<file path="src/rtl/cpu_pkg.sv">
// Shared types and constants for the multi-cycle CPU sequencer.
package cpu_pkg;

  localparam int unsigned PC_W   = 16;
  localparam int unsigned IR_W   = 32;
  localparam int unsigned OP_W   = 3;
  localparam int unsigned REG_AW = 5;
  localparam int unsigned CNT_W  = 16;
  localparam int unsigned ADDR_W = 16;
  localparam int unsigned TGT_W  = 15;

  // Unused gaps inside each instruction format
  localparam int unsigned MEM_PAD_W = 8;   // memory type, IR[23:16]
  localparam int unsigned BR_PAD_W  = 4;   // branch type, IR[18:15]
  localparam int unsigned ALU_PAD_W = 14;  // arithmetic type, IR[13:0]

  // IR field positions (LSB of each 5-bit register field)
  localparam int unsigned OP_LSB = IR_W - OP_W;          // 29
  localparam int unsigned F0_LSB = ADDR_W + MEM_PAD_W;   // 24
  localparam int unsigned F1_LSB = TGT_W + BR_PAD_W;     // 19
  localparam int unsigned F2_LSB = ALU_PAD_W;            // 14

  typedef enum logic [OP_W-1:0] {
    OP_LW  = 3'b000,
    OP_SW  = 3'b001,
    OP_BEQ = 3'b010,
    OP_BLT = 3'b011,
    OP_ADD = 3'b100,
    OP_SUB = 3'b101,
    OP_AND = 3'b110,
    OP_OR  = 3'b111
  } opcode_e;

  typedef enum logic [1:0] {
    CLS_MEM    = 2'd0,
    CLS_BRANCH = 2'd1,
    CLS_ALU    = 2'd2
  } iclass_e;

  typedef enum logic [2:0] {
    ST_IDLE   = 3'd0,
    ST_FETCH  = 3'd1,
    ST_DECODE = 3'd2,
    ST_EXEC   = 3'd3,
    ST_MEM    = 3'd4,
    ST_WB     = 3'd5,
    ST_HALT   = 3'd6
  } state_e;

  typedef struct packed {
    opcode_e           op;
    iclass_e           cls;
    logic [REG_AW-1:0] ra;
    logic [REG_AW-1:0] rb;
    logic [REG_AW-1:0] wr;
    logic [ADDR_W-1:0] mem_addr;
    logic [PC_W-1:0]   target;
  } dec_t;

endpackage

</file>
<file path="src/rtl/instr_decode.sv">
// Combinational instruction decoder: IR word -> opcode, class, register addresses, target.
module instr_decode
  import cpu_pkg::*;
(
  input  logic [IR_W-1:0] i_ir,
  output dec_t            o_dec
);

  opcode_e w_op;

  assign w_op = opcode_e'(i_ir[OP_LSB +: OP_W]);

  // Field extraction depends on the instruction format
  always_comb begin
    o_dec          = '0;
    o_dec.op       = w_op;
    o_dec.mem_addr = i_ir[0 +: ADDR_W];
    o_dec.target   = PC_W'(i_ir[0 +: TGT_W]);
    case (w_op)
      OP_LW: begin
        o_dec.cls = CLS_MEM;
        o_dec.wr  = i_ir[F0_LSB +: REG_AW];
      end
      OP_SW: begin
        o_dec.cls = CLS_MEM;
        o_dec.rb  = i_ir[F0_LSB +: REG_AW];
      end
      OP_BEQ, OP_BLT: begin
        o_dec.cls = CLS_BRANCH;
        o_dec.ra  = i_ir[F0_LSB +: REG_AW];
        o_dec.rb  = i_ir[F1_LSB +: REG_AW];
      end
      default: begin
        o_dec.cls = CLS_ALU;
        o_dec.wr  = i_ir[F0_LSB +: REG_AW];
        o_dec.ra  = i_ir[F1_LSB +: REG_AW];
        o_dec.rb  = i_ir[F2_LSB +: REG_AW];
      end
    endcase
  end

endmodule

</file>
<file path="src/rtl/cpu_sequencer.sv">
// Multi-cycle CPU control sequencer: fetch/decode/exec/mem/wb with PC and retire counter.
module cpu_sequencer
  import cpu_pkg::*;
#(
  parameter int unsigned PROG_LEN = 16
) (
  input  logic              clk,
  input  logic              rst,
  input  logic              start,
  output logic [PC_W-1:0]   inst_address,
  input  logic [IR_W-1:0]   inst_data,
  input  logic              alu_zero,
  input  logic              alu_neg,
  output logic [OP_W-1:0]   alu_op,
  output logic [REG_AW-1:0] ra_addr,
  output logic [REG_AW-1:0] rb_addr,
  output logic [REG_AW-1:0] wr_addr,
  output logic [ADDR_W-1:0] mem_addr,
  output logic              mem_read,
  output logic              mem_write,
  output logic              reg_write,
  output logic              wb_sel,
  output logic              busy,
  output logic              halted,
  output logic [CNT_W-1:0]  retired
);

  state_e            r_state, w_state_nxt;
  logic [PC_W-1:0]   r_pc, w_pc_nxt, w_pc_upd;
  logic [CNT_W-1:0]  r_retired, w_retired_nxt;
  dec_t              r_dec, w_dec_nxt, w_dec_fetch;
  logic              w_retire;

  logic [OP_W-1:0]   r_alu_op, w_alu_op_nxt;
  logic              r_mem_read, w_mem_read_nxt;
  logic              r_mem_write, w_mem_write_nxt;
  logic              r_reg_write, w_reg_write_nxt;
  logic              r_wb_sel, w_wb_sel_nxt;
  logic              r_busy, w_busy_nxt;
  logic              r_halted, w_halted_nxt;

  // Decode the word arriving from instruction memory; latched as the IR at fetch
  instr_decode u_decode (
    .i_ir  (inst_data),
    .o_dec (w_dec_fetch)
  );

  // Next-state, PC/retire update and next value of every registered output
  always_comb begin
    w_state_nxt     = r_state;
    w_pc_nxt        = r_pc;
    w_retired_nxt   = r_retired;
    w_dec_nxt       = r_dec;
    w_retire        = 1'b0;
    w_pc_upd        = r_pc + PC_W'(1);
    w_alu_op_nxt    = '0;
    w_mem_read_nxt  = 1'b0;
    w_mem_write_nxt = 1'b0;
    w_reg_write_nxt = 1'b0;
    w_wb_sel_nxt    = 1'b0;
    w_busy_nxt      = 1'b0;
    w_halted_nxt    = 1'b0;

    case (r_state)
      ST_IDLE: begin
        w_pc_nxt = '0;
        if (start) w_state_nxt = ST_FETCH;
      end
      ST_FETCH: begin
        w_dec_nxt   = w_dec_fetch;
        w_state_nxt = ST_DECODE;
      end
      ST_DECODE: w_state_nxt = ST_EXEC;
      ST_EXEC: begin
        case (r_dec.cls)
          CLS_ALU: w_state_nxt = ST_WB;
          CLS_MEM: w_state_nxt = ST_MEM;
          default: begin
            w_retire = 1'b1;
            if ((r_dec.op == OP_BEQ && alu_zero) || (r_dec.op == OP_BLT && alu_neg))
              w_pc_upd = r_dec.target;
          end
        endcase
      end
      ST_MEM: begin
        if (r_dec.op == OP_LW) w_state_nxt = ST_WB;
        else                   w_retire    = 1'b1;
      end
      ST_WB: w_retire = 1'b1;
      ST_HALT: begin
        if (start) begin
          w_pc_nxt      = '0;
          w_retired_nxt = '0;
          w_state_nxt   = ST_FETCH;
        end
      end
      default: w_state_nxt = ST_IDLE;
    endcase

    // Retiring an instruction moves the PC; reaching the program end halts
    if (w_retire) begin
      w_pc_nxt      = w_pc_upd;
      w_retired_nxt = (r_retired == '1) ? r_retired : r_retired + CNT_W'(1);
      w_state_nxt   = (w_pc_upd == PC_W'(PROG_LEN)) ? ST_HALT : ST_FETCH;
    end

    w_busy_nxt   = (w_state_nxt != ST_IDLE) && (w_state_nxt != ST_HALT);
    w_halted_nxt = (w_state_nxt == ST_HALT);
    if (w_state_nxt == ST_EXEC) begin
      case (w_dec_nxt.cls)
        CLS_ALU:    w_alu_op_nxt = OP_W'(w_dec_nxt.op);
        CLS_BRANCH: w_alu_op_nxt = OP_W'(OP_SUB);
        default:    w_alu_op_nxt = '0;
      endcase
    end
    w_mem_read_nxt  = (w_state_nxt == ST_MEM) && (w_dec_nxt.op == OP_LW);
    w_mem_write_nxt = (w_state_nxt == ST_MEM) && (w_dec_nxt.op == OP_SW);
    w_reg_write_nxt = (w_state_nxt == ST_WB) && (w_dec_nxt.wr != '0);
    w_wb_sel_nxt    = (w_state_nxt == ST_WB) && (w_dec_nxt.op == OP_LW);
  end

  // State, datapath and output registers with synchronous reset
  always_ff @(posedge clk) begin
    if (rst) begin
      r_state     <= ST_IDLE;
      r_pc        <= '0;
      r_retired   <= '0;
      r_dec       <= '0;
      r_alu_op    <= '0;
      r_mem_read  <= 1'b0;
      r_mem_write <= 1'b0;
      r_reg_write <= 1'b0;
      r_wb_sel    <= 1'b0;
      r_busy      <= 1'b0;
      r_halted    <= 1'b0;
    end else begin
      r_state     <= w_state_nxt;
      r_pc        <= w_pc_nxt;
      r_retired   <= w_retired_nxt;
      r_dec       <= w_dec_nxt;
      r_alu_op    <= w_alu_op_nxt;
      r_mem_read  <= w_mem_read_nxt;
      r_mem_write <= w_mem_write_nxt;
      r_reg_write <= w_reg_write_nxt;
      r_wb_sel    <= w_wb_sel_nxt;
      r_busy      <= w_busy_nxt;
      r_halted    <= w_halted_nxt;
    end
  end

  assign inst_address = r_pc;
  assign retired      = r_retired;
  assign ra_addr      = r_dec.ra;
  assign rb_addr      = r_dec.rb;
  assign wr_addr      = r_dec.wr;
  assign mem_addr     = r_dec.mem_addr;
  assign alu_op       = r_alu_op;
  assign mem_read     = r_mem_read;
  assign mem_write    = r_mem_write;
  assign reg_write    = r_reg_write;
  assign wb_sel       = r_wb_sel;
  assign busy         = r_busy;
  assign halted       = r_halted;

endmodule

</file>
<file path="config.mk">
export PLATFORM = sky130hd
export DESIGN_NAME = cpu_sequencer
export DESIGN_NICKNAME = d
export VERILOG_FILES = /design/src/rtl/cpu_pkg.sv /design/src/rtl/instr_decode.sv /design/src/rtl/cpu_sequencer.sv
export SDC_FILE = /design/constraint.sdc
export NUM_CORES = 1
export LEC_CHECK = 0
export ABC_AREA = 0
export BUFFER_PORTS_ARGS = -buffer_cell sky130_fd_sc_hd__buf_4
export CORE_AREA = 5 5 109 111
export DETAILED_ROUTE_END_ITERATION = 8
export DIE_AREA = 0 0 114 116
export GPL_TIMING_DRIVEN = 0
export PLACE_DENSITY_LB_ADDON = 0.25
export SYNTH_ARGS = -nofsm -noshare
export SYNTH_HDL_FRONTEND = slang
export SYNTH_SLANG_ARGS = --single-unit
export TNS_END_PERCENT = 100
</file>
<file path="constraint.sdc">
create_clock -name clk -period 2.35 [get_ports clk]
set_clock_uncertainty 0.05 [all_clocks]
set_input_delay 0 -clock clk [delete_from_list [all_inputs] [get_ports clk]]
set_output_delay 0 -clock clk [all_outputs]
set_load 0.01 [all_outputs]
</file>
==> metrics.log, run 1 <==
INFO  metric initial_util = 39.3%
INFO  metric num_rows = 38
INFO  metric synth.net_count = 580
INFO  metric initial_antenna_violation_count = 0
INFO  metric power.share.switching = 29.5%
INFO  metric largest_net_degree_at_the_start_of_global_routing = 13
INFO  metric synth_area_per_cell = 7.80 µm²
INFO  metric comb_power_share = between 20% and 30%
INFO  metric setup-tns-final = 0 ps
INFO  metric drt-initial-drc-count = 243
INFO  metric io_buffer_count = 107
INFO  metric syn_inst = 539
INFO  metric timing_worst_setup_path_type = register to register
INFO  metric power = 3510 µW
INFO  metric layout_common_cells = sky130_fd_sc_hd__buf_4 (147), sky130_fd_sc_hd__nand2_1 (84), sky130_fd_sc_hd__dfxtp_1 (71)
INFO  metric drive_gt1_share = slightly below 30%
INFO  metric cts.reportedPaths.clkPinSlew = 80 ps
INFO  metric worstHoldPathType = input port to register
INFO  metric setup.worst_path.start_class = register
INFO  metric final_cells = 838
INFO  metric number_of_enable_flip_flop_cells_after_synthesis = 0
INFO  metric slew_violations = 0
INFO  metric gp_routability_congestion = 0.840
INFO  metric dieArea = between 0.01 and 0.015 mm²
INFO  metric outcome = finished, final reports clean
INFO  metric hp-start = rst
INFO  metric global_route_wire_length_before_repair = 20600 µm
INFO  metric vias = between 4000 and 5000
INFO  metric worstSkewPairLatency = between 300 and 400 ps
INFO  metric final_critical_path_share_of_the_clock_period = between 90% and 100%
INFO  metric layout.cells.most_common = sky130_fd_sc_hd__buf_4
INFO  metric cts_root_buf = sky130_fd_sc_hd__clkbuf_8
INFO  metric reg2reg_from = inst_address[10]
INFO  metric final_hold_viol_count = 0
INFO  metric grt.overflow.total = 0
INFO  metric holdPathEnd = r_dec[50]
INFO  metric die_height = 116 µm
INFO  metric leakage = 0.00248 µW
INFO  metric yosysSeqAreaShare = 38.1%
INFO  metric synth.top_cell.area_share = approximately two fifths
INFO  metric clockBufferDepth = 2
INFO  metric synth.largest_area_cell = sky130_fd_sc_hd__dfxtp_1
INFO  metric die-width = 114 µm
INFO  metric detailed_place_hpwl = ~9300 µm
INFO  metric floorplan.core_area = ~0.011 mm²
INFO  metric power.net_switching = approximately 1000 µW
INFO  metric area_delta_synth_final = 40.0%
INFO  metric placed_cells_incl_taps = between 700 and 800
INFO  metric worstRegToRegCells = 7
INFO  metric hold_path_depth = 2
INFO  metric numCtsBuffers = 9
INFO  metric clock_sinks = 80
INFO  metric drt-pass1-iter-count = 5
INFO  metric p_seq_share = roughly 43%
INFO  metric detailed_place.area = 0.00519 mm²
INFO  metric yosysWarningCount = 0
INFO  metric layout.filler_cells = approximately 1000
INFO  metric antenna_diode_count = 0
INFO  metric final_nets = between 700 and 800
INFO  metric stdcell_area = 0.00589 mm²
INFO  metric overall_global_routing_usage = 19.5%
INFO  metric cp.required = 2520 ps
INFO  metric setup.worst_path.end_class = register
INFO  metric ys_ff_latch = 80
INFO  metric timing.fmax = 435 MHz
INFO  metric number_of_global_route_vias_before_repair = about 4200
INFO  metric routedWlPerCell = 15.7 µm
INFO  metric maxSlewHeadroom = 56.0%
INFO  metric unrepaired_setup_endpoints_after_global_routing = true
INFO  metric drc_errors = 0
INFO  metric detail_route.wirelength = 13100 µm
INFO  metric count_of_h_tree_levels_built_during_cts = 3
INFO  metric tritoncts = yes
INFO  metric setup_viol = 0
INFO  metric route.detailed.vias_per_inst = 5.23
INFO  metric multi_input_comb_area = 0.00229 mm²
INFO  metric syn_area = 0.00420 mm²
INFO  metric crit-reg2reg-capture = busy
INFO  metric synth_cell_types = 64
INFO  metric ir_worst_vdd = roughly 0.00032 V
INFO  metric final_antenna_net_count = 0
INFO  metric ioPinCount = roughly 110
INFO  metric clock_power_share = 31.4%
INFO  metric power_per_cell_area = 597 mW/mm²
INFO  metric synth_top_flop_cell = sky130_fd_sc_hd__dfxtp_1
INFO  metric ff2ff_setup_slack = 50 ps
INFO  metric drv.max_cap_violation_count = 0
INFO  metric yosys-top-cells-area = sky130_fd_sc_hd__dfxtp_1 (38%), sky130_fd_sc_hd__nand2_1 (7.6%), sky130_fd_sc_hd__nor2_1 (5.8%)
INFO  metric finalCriticalPeriod = ~2300 ps
INFO  metric proportion_of_synthesized_flip_flops_having_asynchronous_set_or_reset = 0%
INFO  metric cp_data_arrival_time = roughly 2500 ps
INFO  metric max_slew.worst_pin.slew = 660 ps
INFO  metric worst-path-max-fanout = 6
INFO  metric cell_internal_pwr = 2470 µW
INFO  metric seqCellArea = 0.00162 mm²
==> kinds of logic after synthesis <==
kind of cell               Yosys count  share of synthesized area [%]
DFF                                 80                           38.1
buffers and inverters               69                           9.32
and+or+nand+nor                    246                           28.4
xor gates and xnor gates            25                           5.21
muxes                                4                          0.953
adders and majority gates            4                           1.19
AOI/OAI and AO/OA                  111                           16.8
==> power groups by stage <==
stage / logic (µW) / registers (µW) / clock network [µW]
final: 896 / 1510 / 1100
after global routing: 990 / 1530 / 1180
after CTS: 874 / 1510 / 1140
after detailed placement: 823 / 1550 / 0
after global placement: 807 / 1550 / 0
after floorplan: 533 / 1530 / 0
==> timing repair <==
item | 4_1_cts | 5_1_grt
resized for setup | 11 | 32
pin swaps | 2 | 5
hold buffers | 31 | 0
buffers inserted | 4 | 3
hold endpoints to repair | 36 | 0
endpoints found under the setup margin | 8 | 30
==> per-layer routing <==
metal / global-route usage [%] / part of all wire [%] / vias to the layer above
met5: 0 / 0 / -
met4: 8.63 / 2.1 / 0
met3: 4.23 / 6.6 / 27
met2: 34.3 / 51 / 153
met1: 22.6 / 41 / 2018
li1: - / - / 2181
==> registers in the layout, summed over array words and instances (netlist names) <==
| register | cells |
|---|---|
| inst_address | 16 |
| mem_addr | 16 |
| retired | 16 |
| r_dec | 5 |
| ra_addr | 5 |
| rb_addr | 5 |
| wr_addr | 5 |
| alu_op | 3 |
| r_state | 3 |
| busy | 1 |
| halted | 1 |
| mem_read | 1 |
| mem_write | 1 |
| reg_write | 1 |
| wb_sel | 1 |
==> worst max-delay path, stage by stage, from the launching register on <==
cell                        delay, ps
sky130_fd_sc_hd__dfxtp_2          390
sky130_fd_sc_hd__nand4_1          110
sky130_fd_sc_hd__buf_4            170
sky130_fd_sc_hd__or4_4            540
sky130_fd_sc_hd__xor2_1           150
sky130_fd_sc_hd__nand4b_1         180
sky130_fd_sc_hd__a2111oi_2        470
sky130_fd_sc_hd__a21oi_1          110
==> cell type report <==
type	count	share of cell area, %
plain buffers	62	6.74
well taps	140	2.98
inverters	7	0.446
flip-flops and latches	80	27.6
repair buffers	145	19.8
clock buffers	10	2.34
clock inverters	4	1.19
multi-input cells	390	38.9
==> worst max path at each step <==
stage | start | to | slack (ps) | cells past startpoint
6_report | inst_address[10] | busy | 50 | 7
5_1_grt | inst_address[2] | r_state[2] | -30 | 7
4_1_cts | inst_address[7] | r_state[1] | -30 | 6
3_5_place_dp | inst_address[0] | r_state[1] | -200 | 8
3_3_place_gp | inst_address[0] | busy | -200 | 8
2_1_floorplan | inst_address[0] | r_state[1] | 40 | 8
==> Yosys cell counts (all sizes together), types with 2 or more instances <==
| master | count |
|---|---|
| nor2 | 65 |
| o21ai | 14 |
| a22oi | 10 |
| nand3 | 18 |
| ha | 4 |
| nor2b | 2 |
| nand3b | 3 |
| nand4b | 2 |
| xnor2 | 4 |
| nor3 | 19 |
| a21o | 3 |
| clkbuf | 21 |
| dfxtp | 80 |
| mux2i | 4 |
| o22ai | 3 |
| buf | 41 |
| nor4 | 6 |
| a2bb2oi | 2 |
| nand2 | 85 |
| xor2 | 21 |
| nand2b | 6 |
| and2 | 2 |
| nor3b | 2 |
| and4 | 3 |
| o21bai | 4 |
| a21oi | 46 |
| or2b | 4 |
| a221oi | 4 |
| a211oi | 6 |
| inv | 7 |
| and3 | 4 |
| or4 | 8 |
| nand4 | 12 |
| a31oi | 4 |
| or3 | 2 |
==> per-stage QoR <==
step	setup WS (ps)	utilization (%)	hold slack (ps)
floorplan	36.7	-	86.0
global placement	-200	48.5	206
detailed placement	-199	48.5	211
CTS	-31.4	54.0	47.0
global route	-34.9	55.0	101
finish	52.0	55.0	61.4
Power figures use the tool's default switching activity.
==> run 2, diff against run 1 <==
- CORE_AREA: 5 5 109 111 -> 2 2 106 108
- DIE_AREA: 0 0 114 116 -> 0 0 108 110
- SETUP_SLACK_MARGIN: default -> 0.02
==> metrics.log, run 2 (same netlist as run 1, synthesis figures left out) <==
INFO  metric worstPathBufferInverterCount = 1
INFO  metric top_usage_layer = met2
INFO  metric largest_net_degree_at_the_start_of_global_routing = 14
INFO  metric drc_errors = 0
INFO  metric num_rows = 38
INFO  metric seqCellArea = 0.00163 mm²
INFO  metric die_height = 110 µm
INFO  metric comb_power_share = 27.0%
INFO  metric maxSlewHeadroom = 58.5%
INFO  metric layout_common_cells = sky130_fd_sc_hd__buf_4 (153), sky130_fd_sc_hd__nand2_1 (84), sky130_fd_sc_hd__nor2_1 (64), sky130_fd_sc_hd__dfxtp_1 (64), sky130_fd_sc_hd__a21oi_1 (46)
INFO  metric numCtsBuffers = 9
INFO  metric crit_path_top_delay_cell = sky130_fd_sc_hd__or4_4
INFO  metric power_per_cell_area = 560 mW/mm²
INFO  metric worstHoldPathType = input port to register
INFO  metric io_buffer_count = 107
INFO  metric finalCriticalPeriod = roughly 2300 ps
INFO  metric antenna_diode_count = 0
INFO  metric reg2reg_from = r_state[2]
INFO  metric overall_global_routing_usage = 21.5%
INFO  metric p_seq_share = between 40% and 50%
INFO  metric drive_gt1_share = between 30% and 40%
INFO  metric crit_start = r_state[2]
INFO  metric use_met1 = 25.7%
INFO  metric cts_root_buf = sky130_fd_sc_hd__clkbuf_8
INFO  metric clock_power_share = 27.6%
INFO  metric critPathTopFamily = simple AND/OR/NAND/NOR gates
INFO  metric timing.fmax = 439 MHz
INFO  metric vias = 4367
INFO  metric power.net_switching = ~1100 µW
INFO  metric cp.required = 2590 ps
INFO  metric drt-initial-drc-count = 170
INFO  metric unrepaired_setup_endpoints_after_global_routing = true
INFO  metric drt-pass1-iter-count = 5
INFO  metric final_hold_viol_count = 0
INFO  metric grt_util_met2 = 37.2%
INFO  metric cp_data_arrival_time = 2520 ps
INFO  metric dieArea = about 0.012 mm²
INFO  metric finalWorstSetupSlack = 69.8 ps
INFO  metric grt.overflow.total = 0
INFO  metric die-width = roughly 110 µm
INFO  metric initial_util = 39.3%
INFO  metric drv.max_cap_violation_count = 0
INFO  metric power.share.switching = 32.0%
INFO  metric setup.worst_path.end_class = register
INFO  metric final_critical_path_share_of_the_clock_period = 97.0%
INFO  metric tritoncts = yes
INFO  metric timing_worst_setup_path_type = register to register
INFO  metric count_of_h_tree_levels_built_during_cts = 3
INFO  metric detail_route.wirelength = 12800 µm
INFO  metric final_cells = ~850
INFO  metric clockBufferDepth = 2
INFO  metric placed_cells_incl_taps = 786
INFO  metric ioPinCount = 109
INFO  metric slew_violations = 0
INFO  metric layout.filler_cells = between 900 and 1000
INFO  metric layout.cells.most_common = sky130_fd_sc_hd__buf_4
INFO  metric leakage = roughly 0.0026 µW
INFO  metric outcome = finished, final reports clean
INFO  metric cts.reportedPaths.clkPinSlew = 80 ps
INFO  metric setup.worst_path.start_class = register
INFO  metric floorplan.core_area = between 0.01 and 0.015 mm²
INFO  metric gr-usage-met3 = 4.76%
INFO  metric final_antenna_net_count = 0
INFO  metric hp-start = start
INFO  metric clock_sinks = 80
INFO  metric cell_internal_pwr = 2280 µW
INFO  metric worstSkewPairLatency = 370 ps
INFO  metric final_nets = about 740
INFO  metric global_route_wire_length_before_repair = 20000 µm
INFO  metric cp_cell_sequence = nand4b_4 -> or3_4 -> buf_8 -> o32a_1 -> or4_4 -> o22ai_2
INFO  metric gp_routability_congestion = 0.871
INFO  metric area_delta_synth_final = 42.6%
INFO  metric worst_path_largest_cell_delay = between 500 and 600 ps
INFO  metric detailed_place_hpwl = 8940 µm
INFO  metric worst-path-max-fanout = 8
INFO  metric multi_input_comb_area = 0.00237 mm²
INFO  metric ir_worst_vdd = 0.000374 V
INFO  metric setup_viol = 0
INFO  metric number_of_global_route_vias_before_repair = between 4000 and 5000
INFO  metric initial_antenna_violation_count = 0
INFO  metric route.detailed.vias_per_inst = 5.16
INFO  metric routedWlPerCell = 15.1 µm
INFO  metric pre_cts_slack = -208 ps
INFO  metric max_slew.worst_pin.slew = 623 ps
[run 2: through the flow]
stage | area, µm² | hold WS (ps) | util (%) | setup TNS [ps] | total power (µW)
after floorplan | 4210 | 86.0 | - | 0 | 2060
after global placement | 5190 | 203 | 48.5 | -1140 | 2350
after detailed placement | 5190 | 211 | 48.5 | -1200 | 2370
after CTS | 5790 | 52.4 | 54.1 | 0 | 3330
after global routing | 5990 | 82.2 | 56.0 | -95.4 | 3530
final | 5990 | 73.6 | 56.0 | 0 | 3360
[run 2: per-layer routing]
metal  up-vias  part of all wire (%)  routed length [µm]
met4         0                   2.3                 295
met1      2015                    42                5420
met3        24                   5.8                 740
met2       145                    50                6370
li1       2183                     -                   -
met5         -                     0                   0
[run 2: layout make-up]
| cell class | count | area share [%] |
|---|---|---|
| clock inverter | 5 | 0.543 |
| sequential | 80 | 27.1 |
| buffer | 61 | 6.58 |
| timing repair buffer | 153 | 20.5 |
| tap | 140 | 2.92 |
| clock buffer | 11 | 2.36 |
| inverter | 7 | 0.439 |
| multi-input combinational | 390 | 39.5 |
[run 2: tightest hold or removal path, stage by stage]
cell and delay [ps]:
sky130_fd_sc_hd__buf_4 100, sky130_fd_sc_hd__o22ai_1 120, sky130_fd_sc_hd__nand3b_1 160, sky130_fd_sc_hd__nor3_1 70
[run 2: timing repair]
action	CTS	global route
endpoints found under the setup margin	8	30
buffers inserted	5	10
pin swaps	6	10
resized for setup	20	42
hold buffers	31	0
endpoints found under the hold margin	36	0
[run 2: path summary, 6_finish.rpt]
kind	to	slack, ps	depth (start not counted)
setup / recovery	r_state[1]	70	6
hold / removal	alu_op[2]	70	4
setup reg to reg	r_state[1]	70	6
hold reg to reg	rb_addr[0]	410	2
[run 2: power groups by stage]
stage	combinational, µW	clock [µW]	sequential, µW
2_1_floorplan	533	0	1530
3_3_place_gp	808	0	1550
3_5_place_dp	818	0	1550
4_1_cts	870	950	1520
5_1_grt	994	1000	1530
6_report	906	927	1520
==> run 3, diff against run 2 <==
- CAP_MARGIN: default -> 20
- SETUP_SLACK_MARGIN: 0.02 -> 0.15
==> metrics.log, run 3 (same netlist as run 1, synthesis figures left out) <==
INFO  metric cts_root_buf = sky130_fd_sc_hd__clkbuf_8
INFO  metric detail_route.wirelength = 12800 µm
INFO  metric clockBufferDepth = 2
INFO  metric drt-initial-drc-count = roughly 250
INFO  metric setup.worst_path.start_class = register
INFO  metric layout_common_cells = sky130_fd_sc_hd__buf_4 (150), sky130_fd_sc_hd__nand2_1 (84), sky130_fd_sc_hd__dfxtp_1 (66)
INFO  metric setup.worst_path.end_class = register
INFO  metric timing.fmax = between 400 and 500 MHz
INFO  metric grt.overflow.total = 0
INFO  metric final_antenna_net_count = 0
INFO  metric final_critical_path_share_of_the_clock_period = a little over nine tenths
INFO  metric slew_violations = 0
INFO  metric io_buffer_count = 107
INFO  metric antenna_diode_count = 0
INFO  metric drc_errors = 0
INFO  metric route.detailed.vias_per_inst = 5.23
INFO  metric cp.required = 2530 ps
INFO  metric area_delta_synth_final = 43.7%
INFO  metric global_route_wire_length_before_repair = just over 20000 µm
INFO  metric crit_path_top_delay_cell = sky130_fd_sc_hd__or4_4
INFO  metric routedWlPerCell = around 15 µm
INFO  metric overall_global_routing_usage = 21.9%
INFO  metric num_rows = 38
INFO  metric drv.max_cap_violation_count = 0
INFO  metric initial_util = approximately two fifths
INFO  metric finalWorstSetupSlack = between 90 and 100 ps
INFO  metric power = 3500 µW
INFO  metric cts.reportedPaths.clkPinSlew = about 90 ps
INFO  metric layout.cells.most_common = sky130_fd_sc_hd__buf_4
INFO  metric clock_sinks = 80
INFO  metric cp_cell_sequence = ha_4 -> buf_8 -> nand2_4 -> or4_4 -> xor2_1 -> nand4b_1 -> buf_4 -> a2111oi_4 -> a21oi_1
INFO  metric worstPathBufferInverterCount = 2
INFO  metric gp_routability_congestion = 0.864
INFO  metric numCtsBuffers = 9
INFO  metric max_slew.worst_pin.slew = 646 ps
INFO  metric count_of_h_tree_levels_built_during_cts = 3
INFO  metric timing_worst_setup_path_type = register to register
INFO  metric unrepaired_setup_endpoints_after_global_routing = true
INFO  metric layout.filler_cells = 1004
INFO  metric drt-pass1-iter-count = 5
INFO  metric final_cells = 844
INFO  metric outcome = finished, final reports clean
INFO  metric worstHoldPathType = input port to register
INFO  metric critPathTopFamily = simple AND/OR/NAND/NOR gates
INFO  metric power_per_cell_area = 579 mW/mm²
INFO  metric tritoncts = yes
INFO  metric cp_data_arrival_time = 2430 ps
INFO  metric largest_net_degree_at_the_start_of_global_routing = 15
INFO  metric multi_input_comb_area = between 0.002 and 0.0025 mm²
INFO  metric die-width = 108 µm
INFO  metric die_height = 110 µm
INFO  metric worst_path_largest_cell_delay = approximately 530 ps
INFO  metric final_nets = 740
INFO  metric setup_viol = 0
INFO  metric initial_antenna_violation_count = 0
INFO  metric floorplan.core_area = 0.0107 mm²
INFO  metric final_hold_viol_count = 0
INFO  metric detailed_place_hpwl = 8950 µm
INFO  metric pre_cts_slack = -230 ps
INFO  metric ioPinCount = 109
INFO  metric finalCriticalPeriod = 2250 ps
INFO  metric drive_gt1_share = 32.2%
INFO  metric ir_worst_vdd = around 0.00033 V
INFO  metric leakage = 0.00258 µW
INFO  metric worstSkewPairLatency = roughly 350 ps
INFO  metric maxSlewHeadroom = a little under three fifths
INFO  metric number_of_global_route_vias_before_repair = 4233
INFO  metric worst-path-max-fanout = 2
INFO  metric dieArea = 0.0119 mm²
INFO  metric vias = 4414
INFO  metric placed_cells_incl_taps = 786
INFO  metric seqCellArea = around 0.0016 mm²
==> run 3: cell types whose count changed in the layout (fill, tap and decap cells not counted), sizes merged <==
cell / change
buf: -2
bufinv: +1
clkbuf: -2
clkinvlp: -2
inv: +2
==> run 3: power breakdown <==
part	switching (µW)	leakage [µW]	internal, µW
sequential	79.2	0.000656	1440
clock	536	0.000103	525
combinational	483	0.00182	435
total	1100	0.00258	2400
==> run 3: path summary, 6_finish.rpt <==
check / from / to / depth (start not counted) / slack (ps)
worst max-delay path: inst_address[0] / busy / 9 / 100
worst min register to register: rb_addr[0] / rb_addr[0] / 2 / 410
worst max register to register: inst_address[0] / busy / 9 / 100
worst min-delay path: rst / r_dec[50] / 2 / 30
==> run 3: timing repair <==
item	CTS	global route
pin swaps	9	6
endpoints found under the hold margin	35	0
endpoints found under the setup margin	23	35
gates resized for setup	34	30
hold buffers	31	0
cloned	0	0
setup buffers	8	3
==> run 3: layer usage <==
metal / vias up / GRT usage [%] / share of wire (%)
li1: 2186 / - / -
met1: 2064 / 27.5 / 44
met2: 142 / 37.7 / 49
met3: 22 / 4.53 / 5.1
met4: 0 / 7.51 / 1.8
met5: - / 0 / 0
==> run 3: worst reg2reg max path: stages (launching register included) <==
cell and delay (ps):
sky130_fd_sc_hd__dfxtp_4 370, sky130_fd_sc_hd__ha_4 140, sky130_fd_sc_hd__buf_8 90, sky130_fd_sc_hd__nand2_4 40, sky130_fd_sc_hd__or4_4 530, sky130_fd_sc_hd__xor2_1 140, sky130_fd_sc_hd__nand4b_1 150, sky130_fd_sc_hd__buf_4 180
sky130_fd_sc_hd__a2111oi_4 310, sky130_fd_sc_hd__a21oi_1 130
==> run 3: through the flow <==
| stage | util [%] | area (µm²) | setup TNS [ps] | hold WS, ps |
|---|---|---|---|---|
| 2_1_floorplan | - | 4260 | 0 | 86.0 |
| 6_report | 56.5 | 6040 | 0 | 32.4 |
| 3_3_place_gp | 48.9 | 5240 | -658 | 208 |
| 4_1_cts | 55.6 | 5940 | 0 | 27.0 |
| 3_5_place_dp | 48.9 | 5240 | -829 | 210 |
| 5_1_grt | 56.5 | 6040 | 0 | 59.3 |
==> run 3: cell type report <==
type                    instances  share of cell area (%)
multi-input cells             390                    39.8
clock inverters                 6                    1.10
repair buffers                149                    19.8
flip-flops and latches         80                    26.9
clock buffers                  10                    2.28
plain buffers                  62                    6.80
inverters                       7                   0.435
well taps                     140                    2.90
